<file path="src/rtl/mvm_drv_pkg.sv">
// Shared types and default sizing for the MVM host driver.
package mvm_drv_pkg;

    localparam int K_DEF        = 16;
    localparam int B_DEF        = 8;
    localparam int DOUT_LAT_DEF = 1;
    localparam int TIMEOUT_DEF  = 1024;

    localparam int MAT_WORDS = K_DEF * K_DEF;
    localparam int CNT_W     = $clog2(K_DEF * K_DEF + 1);
    localparam int TO_W      = $clog2(TIMEOUT_DEF + 1);

    typedef enum logic [3:0] {
        IDLE,
        LDM_CMD,
        LDM_DATA,
        LDV_CMD,
        LDV_DATA,
        START,
        WAIT,
        CAPTURE,
        DRAIN
    } state_t;

endpackage

</file>
<file path="src/rtl/mvm_result_buf.sv">
// K-entry result register file: one write port filled during capture,
// one combinational read port used while draining.
module mvm_result_buf #(
    parameter int K  = 16,
    parameter int W  = 16,
    parameter int AW = $clog2(K)
) (
    input  logic          clk,
    input  logic          we,
    input  logic [AW-1:0] waddr,
    input  logic [W-1:0]  wdata,
    input  logic [AW-1:0] raddr,
    output logic [W-1:0]  rdata
);

    logic [W-1:0] mem [K];

    // Store one captured result word
    always_ff @(posedge clk) begin
        if (we) mem[waddr] <= wdata;
    end

    assign rdata = mem[raddr];

endmodule

</file>
<file path="src/rtl/mvm_host_driver.sv">
// Host-side sequencer for one MVM accelerator: streams matrix/vector words
// in gapless bursts, waits for done, captures K results, drains them out.
//
// state    | meaning
// IDLE     | ready for a job
// LDM_CMD  | loadMatrix command cycle
// LDM_DATA | K*K matrix words, one per cycle
// LDV_CMD  | loadVector command cycle
// LDV_DATA | K vector words, one per cycle
// START    | start pulse, timeout counter cleared
// WAIT     | waiting for done or timeout
// CAPTURE  | sampling y[0..K-1] after DOUT_LAT
// DRAIN    | handing results downstream
module mvm_host_driver
    import mvm_drv_pkg::*;
#(
    parameter int K        = K_DEF,
    parameter int B        = B_DEF,
    parameter int DOUT_LAT = DOUT_LAT_DEF,
    parameter int TIMEOUT  = TIMEOUT_DEF
) (
    input  logic           clk,
    input  logic           reset,
    input  logic           job_go,
    input  logic           job_reuse_m,
    output logic           job_ready,
    output logic           job_done,
    output logic           err_underrun,
    output logic           err_timeout,
    input  logic           in_valid,
    output logic           in_ready,
    input  logic [B-1:0]   in_data,
    output logic           mvm_loadMatrix,
    output logic           mvm_loadVector,
    output logic           mvm_start,
    output logic [B-1:0]   mvm_data_in,
    input  logic           mvm_done,
    input  logic [2*B-1:0] mvm_data_out,
    output logic           out_valid,
    input  logic           out_ready,
    output logic [2*B-1:0] out_data
);

    localparam int MW = K * K;
    localparam int CW = $clog2(K * K + 1);
    localparam int TW = $clog2(TIMEOUT + 1);
    localparam int LW = $clog2(DOUT_LAT + 1);
    localparam int IW = $clog2(K);

    state_t          state, state_nx;
    logic [CW-1:0]   cnt;
    logic [TW-1:0]   to_cnt;
    logic [LW-1:0]   lat;
    logic            buf_we;
    logic [2*B-1:0]  buf_rdata;

    wire mat_last = (cnt == CW'(MW - 1));
    wire vec_last = (cnt == CW'(K - 1));
    wire to_last  = (to_cnt == TW'(TIMEOUT - 1));
    wire lat_hit  = (lat == LW'(DOUT_LAT));

    // Next-state and output decode from the state register
    always_comb begin
        state_nx       = state;
        job_ready      = 1'b0;
        job_done       = 1'b0;
        in_ready       = 1'b0;
        mvm_loadMatrix = 1'b0;
        mvm_loadVector = 1'b0;
        mvm_start      = 1'b0;
        mvm_data_in    = '0;
        out_valid      = 1'b0;
        buf_we         = 1'b0;
        case (state)
            IDLE: begin
                job_ready = 1'b1;
                if (job_go) state_nx = job_reuse_m ? LDV_CMD : LDM_CMD;
            end
            LDM_CMD: begin
                mvm_loadMatrix = 1'b1;
                state_nx       = LDM_DATA;
            end
            LDM_DATA: begin
                in_ready    = 1'b1;
                mvm_data_in = in_valid ? in_data : '0;
                if (mat_last) state_nx = LDV_CMD;
            end
            LDV_CMD: begin
                mvm_loadVector = 1'b1;
                state_nx       = LDV_DATA;
            end
            LDV_DATA: begin
                in_ready    = 1'b1;
                mvm_data_in = in_valid ? in_data : '0;
                if (vec_last) state_nx = START;
            end
            START: begin
                mvm_start = 1'b1;
                state_nx  = WAIT;
            end
            WAIT: begin
                if (mvm_done) begin
                    state_nx = CAPTURE;
                end else if (to_last) begin
                    job_done = 1'b1;
                    state_nx = IDLE;
                end
            end
            CAPTURE: begin
                if (lat_hit) begin
                    buf_we = 1'b1;
                    if (vec_last) state_nx = DRAIN;
                end
            end
            DRAIN: begin
                out_valid = 1'b1;
                if (out_ready && vec_last) begin
                    job_done = 1'b1;
                    state_nx = IDLE;
                end
            end
            default: state_nx = IDLE;
        endcase
    end

    // State register, counters and sticky error flags
    always_ff @(posedge clk or negedge reset) begin
        if (!reset) begin
            state        <= IDLE;
            cnt          <= '0;
            to_cnt       <= '0;
            lat          <= '0;
            err_underrun <= 1'b0;
            err_timeout  <= 1'b0;
        end else begin
            state <= state_nx;
            case (state)
                IDLE: begin
                    if (job_go) begin
                        err_underrun <= 1'b0;
                        err_timeout  <= 1'b0;
                        cnt          <= '0;
                    end
                end
                LDM_DATA: begin
                    if (!in_valid) err_underrun <= 1'b1;
                    cnt <= mat_last ? '0 : cnt + CW'(1);
                end
                LDV_DATA: begin
                    if (!in_valid) err_underrun <= 1'b1;
                    cnt <= vec_last ? '0 : cnt + CW'(1);
                end
                START: to_cnt <= '0;
                WAIT: begin
                    to_cnt <= to_cnt + TW'(1);
                    if (mvm_done) begin
                        lat <= LW'(1);
                        cnt <= '0;
                    end else if (to_last) begin
                        err_timeout <= 1'b1;
                    end
                end
                CAPTURE: begin
                    if (!lat_hit) lat <= lat + LW'(1);
                    else          cnt <= vec_last ? '0 : cnt + CW'(1);
                end
                DRAIN: begin
                    if (out_ready) cnt <= vec_last ? '0 : cnt + CW'(1);
                end
                default: ;
            endcase
        end
    end

    mvm_result_buf #(.K(K), .W(2 * B)) u_buf (
        .clk   (clk),
        .we    (buf_we),
        .waddr (cnt[IW-1:0]),
        .wdata (mvm_data_out),
        .raddr (cnt[IW-1:0]),
        .rdata (buf_rdata)
    );

    assign out_data = (state == DRAIN) ? buf_rdata : '0;

endmodule

</file>
<file path="config.mk">
export PLATFORM = sky130hd
export DESIGN_NAME = mvm_host_driver
export DESIGN_NICKNAME = d
export VERILOG_FILES = /design/src/rtl/mvm_drv_pkg.sv /design/src/rtl/mvm_result_buf.sv /design/src/rtl/mvm_host_driver.sv
export SDC_FILE = /design/constraint.sdc
export NUM_CORES = 1
export LEC_CHECK = 0
export ABC_AREA = 1
export BUFFER_PORTS_ARGS = -buffer_cell sky130_fd_sc_hd__buf_2
export CORE_UTILIZATION = 55
export CTS_BUF_LIST = sky130_fd_sc_hd__clkbuf_16
export CTS_CLUSTER_SIZE = 28
export DETAILED_ROUTE_END_ITERATION = 7
export PLACE_DENSITY = 0.76
export SLEW_MARGIN = 10
export SYNTH_ARGS = -nofsm -noshare
export SYNTH_HDL_FRONTEND = slang
export SYNTH_SLANG_ARGS = --single-unit
</file>
<file path="constraint.sdc">
create_clock -name clk -period 2.6 [get_ports clk]
set_clock_uncertainty 0.15 [all_clocks]
set_input_delay 0.13 -clock clk [delete_from_list [all_inputs] [get_ports clk]]
set_output_delay 0.13 -clock clk [all_outputs]
set_load 0.05 [all_outputs]
</file>
==> After elaboration in Yosys (flattened, before gate mapping) <==
Memory sizes are Yosys's and may differ from the RTL's.
Cells that the tools add are included.
{ "word_totals": {"reg_bits": 27, "latchBits": 0, "ramBits": 256, "mem_bits_ro": 0, "input_bits": 31, "out_inout_bits": 33, "elab_cells": 90, "memories": 1} }
{ "classes": {"n_addsub": 3, "n_mul": 0, "div_mod_pow": 0, "n_lt_le_gt_ge": 0, "eq_ne": 23, "shift": 0, "mux": 44, "n_bitwise": 0, "reduce_logical": 13} }
{ "memory_table": {"columns": ["memory", "words", "word_bits", "read_ports", "rd_ports_with_merged_regs", "write_ports", "line_no", "source"], "rows": [
  ["u_buf.mem", 16, 16, 1, 0, 1, "mvm_result_buf.sv:16", "logic [W-1:0] mem [K];"]
]} }
{ "ops": {"columns": ["op", "count"], "rows": [
  ["$mux W9", 6],
  ["$pmux W9 S6", 1],
  ["$pmux W4 S9", 1],
  ["$mux W4", 8],
  ["$ne A2 B2 Y1 const B", 11],
  ["$pmux W11 S2", 1],
  ["$mux W1", 19],
  ["$eq A4 B3 Y1 const B", 4],
  ["$mux W16", 1],
  ["$mux W8", 2],
  ["$add A11 B1 Y11 const B", 1],
  ["$eq A11 B10 Y1 const B", 1],
  ["$add A9 B1 Y9 const B", 1],
  ["$eq A9 B4 Y1 const B", 1],
  ["$eq A9 B8 Y1 const B", 1],
  ["$eq A4 B2 Y1 const B", 2],
  ["$pmux W1 S2", 4],
  ["$reduce_bool A2 Y1", 4],
  ["$reduce_and A7 Y1", 1],
  ["$reduce_bool A6 Y1", 1],
  ["$reduce_and A5 Y1", 1],
  ["$eq A4 B1 Y1 const B", 1],
  ["$eq A4 B4 Y1 const B", 1],
  ["$logic_not A4 Y1", 1],
  ["other kinds (8)", 8]
]} }

==> Logic depth before layout (Yosys ltp) <==
{ "logic_depth": {"depth_word": 4, "depth_mapped": 13, "depth_no_buf": 13} }

==> By module <==
Synthesis repeated with hierarchy kept, for this count alone.
{ "hier_totals": {"cells_unflattened": 1380, "hier_area_um2": 13207.7} }
{ "modules_own_cells": {"columns": ["mod", "instances", "cells_each", "area_per_inst_um2", "seq_area_each_um2"], "rows": [
  ["mvm_result_buf", 1, 1058, 11060.6, 7687.4],
  ["mvm_host_driver", 1, 322, 2147.1, 675.6]
]} }

==> Worst setup path after synthesis <==
No wires, ideal clock.
{ "synth_path": {"path_type": "register to register", "from": "register cnt[0]", "to": "memory u_buf.mem[0][0], enable pin", "arrival_time_ps": 2027, "t_required_ps": 2062, "setup_slack_ps": 35, "path_stages_with_launch": 9, "path_buffers": 4, "cell_sequence": "dfrtp_1 > buf_2 > inv_2 > buf_4 > buf_2 > buf_2 > ha_1 > nand2_1 > nor2_1"} }
{ "synth_rtl": {"columns": ["element", "line_no", "source"], "rows": [
  ["start: declaration", "mvm_host_driver.sv:51", "logic [CW-1:0] cnt;"],
  ["start signal: assignment", "mvm_host_driver.sv:147", "cnt <= mat_last ? '0 : cnt + CW'(1);"],
  ["start signal: assignment", "mvm_host_driver.sv:151", "cnt <= vec_last ? '0 : cnt + CW'(1);"],
  ["start signal: assignment", "mvm_host_driver.sv:165", "else cnt <= vec_last ? '0 : cnt + CW'(1);"],
  ["end: declaration", "mvm_result_buf.sv:16", null]
]} }
No word-level cell before the write port.

==> Worst setup path in the final report <==
{ "layout_path": {"from": "register cnt[0]", "to": "output out_data[2]"} }
{ "layout_via": {"elab_chain_len": 2} }
{ "layout_rtl": {"columns": ["element", "line_no", "source"], "rows": [
  ["$mem_v2 Z16 W16", null, null],
  ["$mux W16", "mvm_host_driver.sv:184", "assign out_data = (state == DRAIN) ? buf_rdata : '0;"],
  ["end: declaration", "mvm_host_driver.sv:41", "output logic [2*B-1:0] out_data"]
]} }
No other way between the ends.

==> flow_metrics.py <==
metrics = {
    "layout": {
        "regArea_um2": 8370,
        "stdcell_area_um2": 15100,
        "fill_cells": 1409,
        "drive_above_1_share_pct": 19.7,
        "syn_to_final_growth_pct": 24.9,
        "layout.nets": 1308,
        "diodes": 0,
        "multi_input_area_um2": 3520,
        "instances_no_fill": 1566,
    },
    "floorplanning": {
        "start_util_pct": 56.9,
        "die_area_um2": 22600,
        "fp.dieH_um": 150,
        "rows": 53,
        "die_w_um": 150,
        "pin_count": 64,
        "core-area_um2": 21300,
    },
    "global_route": {
        "grt_pass1_vias": 8213,
        "grt.overflow.total": 0,
        "grt_antenna_before_repair": 0,
        "grt_usage_pct": 26.2,
        "grt_max_degree": 87,
        "grt_first_pass_wirelength_mm": 44.1,
    },
    "placed_design": {
        "place.detailed.hpwl_mm": 16.6,
        "place_inst": 1461,
        "port_buffers": 63,
        "gp_congestion": 0.897,
        "place_area_um2": 13100,
    },
    "yosys": {
        "syn_area_per_cell_um2": 10.7,
        "synth_seq_area_share_pct": 69.1,
        "synth_top_flop_cell": "edfxtp_1",
        "synth_most_common_cell": "nor2_1",
        "synthAdderAreaFrac_pct": 0.723,
        "synthTopCellsByArea": "edfxtp_1 (63%), nor2_1 (8.4%), o21ai_0 (7.2%)",
        "yosysWarnings": 0,
        "synth_top_family_by_area": "simple AND/OR/NAND/NOR gates",
        "yosys_register_bits": 283,
        "synth_xor_area_share_pct": 0.145,
        "syn-cell-area_um2": 12100,
        "synth_cells": 1137,
        "synth.mux.area_fraction_pct": 0,
        "synth_area_leader_cell": "edfxtp_1",
        "synth-edff-count": 256,
        "synth.top_cells.by_count": "nor2_1 (271), edfxtp_1 (256), nand2_1 (186)",
        "yosys.area_share.simple_pct": 17.0,
        "syn-num-nets": 1175,
        "netlist.area_leader.share_pct": 63.5,
        "ys_types": 35,
        "synth-compound-area-share_pct": 9.44,
        "synthArstFlopShare_pct": 9.54,
    },
    "sta": {
        "rsz0062_at_grt": "yes",
        "fin_crit_sh_pct": 104,
        "hold_slack_ns": -0.0122,
        "drv_slew": 0,
        "tightest_slew_ns": 0.634,
        "setup_ws_ns": -0.105,
        "finalSetupViolCount": 8,
        "min_period_ns": 2.70,
        "fmax_mhz": 370,
        "hold_viol": 27,
        "slew_headroom_pct": 57.7,
    },
    "detailed_routing": {
        "post_drt_via_cell_ratio": 5.90,
        "wire_per_inst_um": 21.4,
        "first_pass_iters": 7,
        "via_count": 9241,
        "wl_mm": 33.5,
        "antenna_left": 0,
        "dr.first_iter.drc_count": 902,
        "drc": 0,
    },
    "setup_path": {
        "r2r_cells": 7,
        "path_class": "register to primary output",
        "worst-endpoint-arrival_ns": 2.42,
        "critPathLaunchType": "register",
        "crit_start": "cnt[0]",
        "path_common_cell": "nand2_1",
        "endpoint_kind": "primary output",
        "worst_r2r_endpoint": "u_buf.mem[8][13]",
        "worstPathCellList": "clkinv_8 > buf_4 > clkbuf_16 > o21ai_0 > o21ai_1 > nand2_1 > nand2_1 > nor2_4 > nor2_2 > buf_6",
        "crit_slowest_cell": "dfrtp_4",
        "max_stage_delay_ns": 0.53,
        "crit_end": "out_data[2]",
        "worstPathMaxFanout": 9,
        "required_ns": 2.32,
        "r2r_start": "state[2]",
        "r2r_slack_ns": 0.05,
    },
    "clocking": {
        "root_buffer": "clkbuf_16",
        "clkSinkCount": 283,
        "cts_inserted_buffers": 28,
        "cts_buffer_depth": 3,
        "cts_tree": "built",
        "cts_htree_levels": 1,
        "clkLatencyLatePin_ns": 0.55,
        "path_clk_slew_ns": 0.06,
    },
    "run_status": {
        "outcome": "finished with violations",
        "violations": "hold timing, setup timing",
    },
    "pwr": {
        "p_int_uw": 9210,
        "switchingPower_uw": 5010,
        "leakage_uw": 0.00584,
        "p_clk_share_pct": 27.8,
        "p_sw_share_pct": 35.2,
        "p_per_area_nw_per_um2": 941,
        "vdd_drop_max_mv": 0.690,
        "pwr-share-comb_pct": 35.7,
        "sequentialPowerShare_pct": 36.5,
    },
    "hold_path": {
        "worstHoldPathType": "primary input to asynchronous set/reset pin",
    },
    "run": {
        "cap_violations": 0,
    },
}
## cells in the final DEF (no fill, tap or decap), drive strengths merged, types with 11 or more instances in the layout
cell type and n:
buf 120, clkbuf 40, clkinv 14, dfrtp 27, dlygate4sd3 22, edfxtp 256, inv 63, nand2 189
nand3 28, nand4 11, nor2 278, o21ai 210
## power by group through the flow
| stage | registers [uW] | clock network, uW | logic (uW) |
|---|---|---|---|
| floorplan | 5310 | 0 | 2630 |
| global placement | 5250 | 0 | 3640 |
| finish | 5190 | 3960 | 5070 |
| global route | 5210 | 4150 | 5490 |
| CTS | 5170 | 3980 | 3860 |
| detailed placement | 5260 | 0 | 3690 |
## state kept, by name, summed over array words and instances (netlist names)
| name | cells |
|---|---|
| u_buf.mem | 256 |
| to_cnt | 11 |
| cnt | 9 |
| state | 4 |
| err_timeout | 1 |
| err_underrun | 1 |
| lat | 1 |
## critical path: cells and delay by family (launching register included)
family / cells / cell delay (ns)
AND/OR/NAND/NOR: 4 / 0.38
buffers and inverters: 4 / 0.60
AO/OA/AOI/OAI: 2 / 0.36
flip-flops: 1 / 0.53
## metrics by stage
step / utilization, % / TNS (ns) / worst slack (ns) / power, uW
finish: 71.0 / -0.452 / -0.105 / 14200
global route: 71.0 / -1.79 / -0.170 / 14800
CTS: 67.2 / -0.136 / -0.0470 / 13000
detailed placement: 61.5 / 0 / 0.187 / 8950
global placement: 61.5 / 0 / 0.256 / 8890
floorplan: - / 0 / 0.0345 / 7940
## routing by layer
metal	share of wire (%)	vias to the layer above	global-route usage, %	wire [um]
met5	0	-	0	0
met4	4.0	0	10.3	1340
met3	10	119	4.52	3360
met2	48	552	43.0	16000
met1	38	4411	35.0	12800
li1	-	4159	-	-
## layout make-up
cell class	instances	area share [%]
inverter	58	1.55
multi-input combinational	745	23.3
clock buffer	28	4.63
sequential	283	55.3
timing repair buffer	154	11.5
tap	275	2.28
clock inverter	23	1.37
## cell families after synthesis
family / Yosys count
AO/OA/AOI/OAI: 225
XOR/XNOR: 2
adder cells (fa/ha/maj): 7
buffers and inverters: 109
flip-flops: 283
AND/OR/NAND/NOR: 511
## how the worst min path moves through the flow
stage | from | endpoint | cells past startpoint
4_1_cts | reset | err_underrun | 2
6_report | reset | to_cnt[8] | 2
3_5_place_dp | reset | to_cnt[6] | 1
5_1_grt | reset | err_underrun | 2
3_3_place_gp | reset | to_cnt[6] | 1
2_1_floorplan | reset | cnt[0] | 0
## repair_timing
| item | 4_1_cts | 5_1_grt |
|---|---|---|
| gates cloned | 1 | 19 |
| endpoints found under the setup margin | 15 | 21 |
| hold endpoints to repair | 291 | 0 |
| hold buffers | 22 | 0 |
| setup buffers | 0 | 12 |
| gates resized for setup | 20 | 160 |
| pin swaps | 0 | 25 |
Power figures use the tool's default switching activity.
